<file path="src/rtl/axi_addr_gen.sv">
// AXI32 burst address generator: splits a byte-count command into INCR bursts
// of up to 16 four-byte beats, presented one at a time on a valid/ready port.
module axi_addr_gen #(
  parameter int ADDR_W = 32
) (
  input  logic              clk,
  input  logic              rstn,
  input  logic              start,
  input  logic [ADDR_W-1:0] base_addr,
  input  logic [31:0]       bytes_total,
  input  logic [31:0]       stride_bytes,
  output logic              req_valid,
  input  logic              req_ready,
  output logic [ADDR_W-1:0] req_addr,
  output logic [7:0]        req_len,
  output logic              req_last,
  output logic              done
);

  typedef enum logic [1:0] {
    IDLE = 2'd0,
    REQ  = 2'd1,
    DONE = 2'd2
  } state_t;

  state_t            state_q, state_d;
  logic [ADDR_W-1:0] ptr_q, ptr_d;
  logic [29:0]       rem_q, rem_d;
  logic [4:0]        beats;

  // stride is reserved and the sub-word byte count is dropped by design
  logic unused_inputs;
  assign unused_inputs = ^{stride_bytes, bytes_total[1:0]};

  function automatic logic [4:0] burst_beats(input logic [29:0] rem);
    return (rem > 30'd16) ? 5'd16 : rem[4:0];
  endfunction

  always_comb begin
    state_d   = state_q;
    ptr_d     = ptr_q;
    rem_d     = rem_q;
    req_valid = 1'b0;
    req_addr  = '0;
    req_len   = '0;
    req_last  = 1'b0;
    done      = 1'b0;
    beats     = burst_beats(rem_q);
    case (state_q)
      IDLE: begin
        if (start) begin
          ptr_d   = base_addr;
          rem_d   = bytes_total[31:2];
          state_d = (bytes_total[31:2] != 30'd0) ? REQ : DONE;
        end
      end
      REQ: begin
        req_valid = 1'b1;
        req_addr  = ptr_q;
        req_len   = {3'b000, beats} - 8'd1;
        req_last  = (rem_q <= 30'd16);
        if (req_ready) begin
          ptr_d = ptr_q + ADDR_W'({beats, 2'b00});
          rem_d = rem_q - 30'(beats);
          if (req_last) state_d = DONE;
        end
      end
      DONE: begin
        done    = 1'b1;
        state_d = IDLE;
      end
      default: state_d = IDLE;
    endcase
  end

  always_ff @(posedge clk) begin
    if (rstn) begin
      state_q <= IDLE;
      ptr_q   <= '0;
      rem_q   <= '0;
    end else begin
      state_q <= state_d;
      ptr_q   <= ptr_d;
      rem_q   <= rem_d;
    end
  end

`ifndef SYNTHESIS
  always @(posedge clk) begin
    if (start) begin
      assert (base_addr[1:0] == 2'b00)
        else $error("axi_addr_gen: unaligned base_addr %h on start", base_addr);
    end
  end
`endif

endmodule

</file>
<file path="config.mk">
export PLATFORM = sky130hd
export DESIGN_NAME = axi_addr_gen
export DESIGN_NICKNAME = d
export VERILOG_FILES = /design/src/rtl/axi_addr_gen.sv
export SDC_FILE = /design/constraint.sdc
export NUM_CORES = 1
export LEC_CHECK = 0
export BUFFER_PORTS_ARGS = -buffer_cell sky130_fd_sc_hd__buf_2
export CAP_MARGIN = 20
export CORE_ASPECT_RATIO = 1.75
export CORE_MARGIN = 2
export CORE_UTILIZATION = 48
export DETAILED_ROUTE_END_ITERATION = 8
export PLACE_DENSITY = 0.76
export SETUP_SLACK_MARGIN = 0.15
export SYNTH_ARGS = -nofsm -noshare
export SYNTH_HDL_FRONTEND = slang
export SYNTH_SLANG_ARGS = --single-unit
</file>
<file path="constraint.sdc">
create_clock -name clk -period 11.5 [get_ports clk]
set_input_delay 1.725 -clock clk [delete_from_list [all_inputs] [get_ports clk]]
set_output_delay 1.725 -clock clk [all_outputs]
set_load 0.005 [all_outputs]
</file>
==> results of run 1 <==
==> cell usage after synthesis, types with 3 or more instances <==
cell type | instances | area, sq um
a41oi_1 | 3 | 26.3
a22oi_1 | 6 | 45.0
o21ai_0 | 34 | 170
and3_1 | 12 | 75.1
nand4_1 | 11 | 68.8
o221ai_1 | 5 | 43.8
or4_1 | 11 | 82.6
a31oi_1 | 17 | 106
nor2b_1 | 5 | 31.3
a221oi_1 | 6 | 52.6
o31ai_1 | 3 | 22.5
nor4_1 | 16 | 100
o22ai_1 | 4 | 25.0
or3_1 | 8 | 50.1
nor2_1 | 50 | 188
nor3_1 | 19 | 95.1
o311ai_0 | 4 | 35.0
inv_1 | 16 | 60.1
and4_1 | 5 | 43.8
or2_2 | 7 | 43.8
mux2i_1 | 5 | 50.1
a311oi_1 | 13 | 114
ha_1 | 7 | 87.6
and2_1 | 32 | 200
xnor2_1 | 7 | 61.3
a2111oi_0 | 4 | 35.0
nand2_1 | 67 | 251
buf_1 | 3 | 11.3
o21a_1 | 4 | 30.0
o211ai_1 | 11 | 82.6
a211oi_1 | 6 | 45.0
nand3_1 | 21 | 105
clkbuf_1 | 39 | 146
nand2b_1 | 4 | 25.0
a21oi_1 | 44 | 220
o31a_1 | 4 | 35.0
dfxtp_1 | 64 | 1280
a21o_1 | 8 | 60.1
==> cell type report <==
cell class                 count  area (sq um)
clock buffer                  13           270
multi-input combinational    495          3020
inverter                      16          60.1
fill                         838          3740
clock inverter                 3          15.0
timing repair buffer         118           613
tap                          120           150
sequential                    64          1280
==> power by group <==
part	internal [W]	switching (W)
Combinational	0.0000749	0.000127
Sequential	0.000244	0.0000283
Clock	0.000162	0.000102
Total	0.000482	0.000257
==> sequential cells by signal (all words and copies together) (netlist names) <==
register  cells
ptr_q        32
rem_q        30
state_q       2
==> tightest hold or removal path, delay by kind of cell, from the launching register on <==
kind / cells / cell delay [ns]
flip-flops: 1 / 0.30
AO/OA/AOI/OAI: 1 / 0.05
AND/OR/NAND/NOR: 1 / 0.05
==> stage by stage <==
| step | total power [W] | hold slack (ns) | util [%] | setup slack (ns) |
|---|---|---|---|---|
| 2_1_floorplan | 0.000404 | 0.432 | - | 7.22 |
| 3_3_place_gp | 0.000463 | 0.441 | 56.0 | 6.62 |
| 3_5_place_dp | 0.000470 | 0.446 | 56.0 | 6.55 |
| 4_1_cts | 0.000731 | 0.453 | 59.1 | 6.19 |
| 5_1_grt | 0.000768 | 0.474 | 59.1 | 5.99 |
| 6_report | 0.000738 | 0.452 | 59.1 | 6.11 |
==> logic make-up after synthesis <==
kind of cell | after synthesis | synth area share (%)
XOR/XNOR | 8 | 1.55
buffers and inverters | 62 | 5.36
other | 1 | 0.0827
AND/OR/NAND/NOR | 274 | 31.3
adder cells (fa/ha/maj) | 8 | 2.37
multiplexers | 5 | 1.10
AO/OA/AOI/OAI | 199 | 30.0
flip-flops | 64 | 28.3
==> final timing paths <==
kind | start | to
hold / removal | ptr_q[0] | ptr_q[0]
setup / recovery | rem_q[10] | req_len[4]
setup reg to reg | rem_q[10] | ptr_q[10]
hold reg to reg | ptr_q[0] | ptr_q[0]
==> layer usage <==
layer / vias up / track usage (%) / routed length [um]
li1: 2517 / - / -
met1: 2581 / 32.5 / 5800
met2: 295 / 54.9 / 8420
met3: 77 / 5.87 / 1140
met4: 0 / 19.3 / 882
met5: - / 0 / 0
==> layout by cell type, fill, tap and decap left out, drive strengths merged, types with 13 or more instances in the layout <==
cell    count
dfxtp      64
and2       32
inv        16
nand3      21
or4        14
a311oi     13
clkbuf     13
a21oi      44
nand2      67
nor4       16
nor3       19
buf       118
o21ai      36
a31oi      17
nor2       50
==> impl_results.md, run 1 <==
* Status: complete, no violations
* Critical path class: reg2out
* Slowest cell on the critical path: a211oi_1
* DR WL/cell at 19.6 um
* Drt first pass iters at 5
* Num CTS Buffers at 9
* DRT iter0 DRCs at 588
* Area Overhead vs Synth at 19.4%
* Antenna diode count at 0
* Total global-route track usage at 30.7%
* Post-CTS Setup Bufs at 0
* Placed insts at 812
* Clock Pin Slew Worst Setup and Hold Paths at 0.06 ns
* Arrival time at the worst endpoint at 3.66 ns
* Crit end category: output pin
* GP Congestion at 0.921
* Via count at 5470
* Core ar. at 9150 sq um
* Crit path time final at 5.39 ns
* PD cells at 136 nW/um^2
* Max Clock Skew at 0.00639 ns
* Yosys warns at 0
* Fin. Hold Viols at 0
* Fraction of layout cells with a size suffix above 1 at 21.2%
* Clk root buf: clkbuf_16
* Worst-Margin Slew at 1.10 ns
* Hold path depth at 2
* Post-CTS Resized at 0
* Critical path's top delay family: simple AND/OR/NAND/NOR gates
* Final worst path period share at 46.8%
* Setup TNS at 0 ns
* Non-Filler Instances at 829
* Worst Path Buf+Inv at 1
* Synthesized area per cell at 7.30 sq um
* Worst path depth at 8
* Async SR Flop Fraction at 0%
* WL final at 16200 um
* Initial antenna violation count at 0
* Number of remaining DRC errors at 0
* Routed Antenna Nets at 0
* Vias per std cell at 6.60
* I/O Buffers at 108
* R2R Setup Slk at 6.50 ns
* Die Height at 133 um
* Gate Count Post-Synth at 621
* Netlist cell types at 65
* Total global routing overflow at 0
* Die area at 10300 sq um
* Clock tree buffer depth at 2
* I/O pin cnt at 143
* Worst-Skew Late Latency at 0.34 ns
* Max_cap viols at 0
* Nature of the critical path startpoint: flop
* Post-synth EDFFs at 0
* # hold bufs at CTS at 0
* First-pass GRT wire length at 25400 um
* Finished Cell Area at 5410 sq um
* RSZ-0062 raised after global routing: false
* Row cnt at 46
* Max Fclk at 186 MHz
* Critical Path RT at 9.78 ns
* Reg2reg path depth at 12
* Crit path max fanout at 7
* Top_reg_cell synth: dfxtp_1
* Hold Crit Class: reg2reg
* Largest net degree at the start of global routing at 55
* Final setup fails at 0
* CP Cell Sequence: or4_4, or4_1, a211oi_1, nand2_1, ha_1, nand2b_1, a21oi_1, buf_2
* Worst vdd ir at 0.0879 mV
* Syn Nets at 729
* H-tree levels at 3
* Netlist Area Pre-Place at 4530 sq um
* Leakage at 2.23 nW
* Crit-path max cell delay at 0.75 ns
* Initial Util at 49.5%
* Vias in the first global route at 5326
* Slew Viols, Final at 0
* TritonCTS clock tree: built
* Chip width at 77.5 um
* Clock Sinks at 64
* NumNets Final at 812
* DP HPWL at 11300 um
* Flops & latches, synth at 64
* Sequential fraction of the synthesis area at 28.3%
* Placed inst area at 5120 sq um
* Slew margin rel. at 25.9%
Note: power is estimated with default switching activity, not from simulation.
==> run 2, diff against run 1 <==
ABC_AREA = 1   (was not set)
PLACE_DENSITY = 0.75   (was 0.76)
clock period = 5.56 ns   (was 11.5 ns; I/O delays follow)
==> impl_results.md, run 2 <==
* Synthesized area per cell at 5.93 sq um
* GR Util met2 at 49.5%
* Flops & latches, synth at 64
* Max Fclk at 279 MHz
* DR WL/cell at 14.9 um
* Vias in the first global route at 5460
* Crit path max fanout at 9
* Top_reg_cell synth: dfxtp_1
* Max_cap viols at 0
* Antenna diode count at 0
* Synth top area cells: dfxtp_1 25%, nand2_1 13%, nor2_1 10%
* Vias per std cell at 5.46
* Placed inst area at 5590 sq um
* H-tree levels at 3
* Post-CTS Resized at 0
* Die Height at 139 um
* Syn Nets at 957
* Arrival time at the worst endpoint at 3.82 ns
* Gate Count Post-Synth at 849
* Clock Sinks at 64
* Post-synth EDFFs at 0
* Total global-route track usage at 28.6%
* Leading registers by flop count: ptr_q x32, rem_q x30, state_q x2
* NumNets Final at 1043
* Row cnt at 49
* Routing usage on met1 at 30.4%
* Initial Util at 49.2%
* Area Overhead vs Synth at 17.2%
* Crit path time final at 3.58 ns
* Finished Cell Area at 5900 sq um
* Layout fillers at 1088
* Nature of the critical path startpoint: flop
* Final worst path period share at 64.5%
* Multi-input gate area at 3090 sq um
* TritonCTS clock tree: built
* Core ar. at 10200 sq um
* Max reg flops at 32
* Hold Crit Class: reg2reg
* Slew Viols, Final at 0
* Largest area contributor in the netlist: dfxtp_1
* Max Clock Skew at 0.00719 ns
* Via count at 5828
* Largest Register: ptr_q
* Register Area at 1280 sq um
* Critical Path RT at 5.79 ns
* Fin. Hold Viols at 0
* DP HPWL at 11600 um
* Commonest cells post-synth: 174 x nand2_1, 135 x nor2_1, 110 x inv_1
* Fraction of layout cells with a size suffix above 1 at 18.8%
* Worst-Skew Late Latency at 0.35 ns
* Clock tree buffer depth at 2
* Most common cell after layout, fill and taps aside: nand2_1
* Most frequent cell after synthesis: nand2_1
* Leakage at 2.79 nW
* Hold endpoint: ptr_q[0]
* Number of remaining DRC errors at 0
* RR Endpoint: ptr_q[30]
* Critical path class: reg2reg
* GRT busiest layer: met2
* Clk root buf: clkbuf_16
* PD cells at 556 nW/um^2
* Setup TNS at 0 ns
* First-pass GRT wire length at 25200 um
* Netlist cell types at 47
* Slew margin rel. at 37.1%
* RSZ-0062 raised after global routing: false
* R2R Setup Slk at 1.98 ns
* Sequential fraction of the synthesis area at 25.5%
* WL final at 15900 um
* Netlist Area Pre-Place at 5030 sq um
* Hold path start: ptr_q[0]
* Most frequent cells in the layout: 174 x nand2_1, 135 x nor2_1, 110 x inv_1, 108 x buf_2, 64 x dfxtp_1
* Top-area cell type share of the netlist area at 25.5%
* Post-CTS Setup Bufs at 0
* Total global routing overflow at 0
* Final setup fails at 0
* Drt first pass iters at 5
* Clock Pin Slew Worst Setup and Hold Paths at 0.06 ns
* # hold bufs at CTS at 0
* Num CTS Buffers at 9
* I/O Buffers at 108
* Status: complete, no violations
* Worst vdd ir at 0.297 mV
* Hold path depth at 2
* Reg2reg path depth at 24
* Chip width at 81.4 um
* Async SR Flop Fraction at 0%
* Initial antenna violation count at 0
* Reg-to-reg startpoint: rem_q[22]
* Die area at 11400 sq um
* Crit end category: flop
* Yosys warns at 0
* GP Congestion at 1.00
* DRT iter0 DRCs at 341
* Largest net degree at the start of global routing at 59
* Worst-Margin Slew at 0.942 ns
* Routing usage on met3 at 5.25%
* Routed Antenna Nets at 0
* I/O pin cnt at 143
-- run 2: metrics by stage --
| stage | utilization [%] | total power [W] | hold slack, ns | setup slack (ns) | std cells |
|---|---|---|---|---|---|
| 2_1_floorplan | - | 0.00220 | 0.430 | 2.68 | 849 |
| 3_3_place_gp | 54.6 | 0.00265 | 0.446 | 1.99 | 1051 |
| 3_5_place_dp | 54.6 | 0.00267 | 0.452 | 1.98 | 1051 |
| 4_1_cts | 57.6 | 0.00328 | 0.461 | 1.95 | 1067 |
| 5_1_grt | 57.6 | 0.00357 | 0.491 | 1.47 | 1067 |
| 6_report | 57.6 | 0.00328 | 0.458 | 1.98 | 1067 |
-- run 2: critical path, cell delays in order, from the launching register on --
cell and delay, ns:
dfxtp_1 0.38, inv_2 0.08, nand2_1 0.06, nor2_1 0.15, nand2_1 0.09, nor2_1 0.21, nand2_4 0.12, nand2_2 0.12
inv_2 0.11, nor2_1 0.20, ha_1 0.22, fa_1 0.21, nand3_1 0.08, nand3_1 0.11, nand2_1 0.08, a21oi_2 0.19
nand3_1 0.17, nor2_2 0.18, nand3b_1 0.19, nor2_1 0.18, nand2_1 0.09, nand2_1 0.06, nand2_1 0.05, nor2_1 0.10
nor2_1 0.04
-- run 2: final cells by class --
type                    instances  share of cell area (%)
repair buffers                113                    9.80
inverters                     129                    8.21
well taps                     127                    2.69
clock buffers                  11                    4.29
flip-flops and latches         64                    21.7
multi-input cells             618                    52.3
clock inverters                 5                   0.934
-- run 2: power by group --
part	switching, W	internal [W]
sequential	0.000191	0.000642
combinational	0.00126	0.000594
clock	0.000228	0.000370
-- run 2: kinds of logic (layout without fill, tap and decap cells) --
kind of cell,Yosys count,in the layout,share of synthesized area (%)
simple gates,439,439,38.6
flops,64,64,25.5
compound gates,160,160,18.7
other cells,1,1,0.0745
buf+inv,167,258,13.3
xor+xnor,10,10,1.74
fa+ha+maj,8,8,2.14
-- run 2: worst max path at each step --
stage | from | to | slack (ns) | cells after the start
6_report | rem_q[22] | ptr_q[30] | 1.98 | 24
5_1_grt | rem_q[12] | ptr_q[30] | 1.47 | 23
2_1_floorplan | rem_q[17] | ptr_q[30] | 2.68 | 24
3_5_place_dp | rem_q[12] | ptr_q[30] | 1.98 | 23
3_3_place_gp | rem_q[12] | ptr_q[30] | 1.99 | 23
4_1_cts | rem_q[22] | ptr_q[30] | 1.95 | 24
-- run 2: layer usage --
metal	share of wire (%)	up-vias
met4	6.1	0
met2	52	211
li1	-	2951
met1	37	2600
met3	5.2	66
met5	0	-
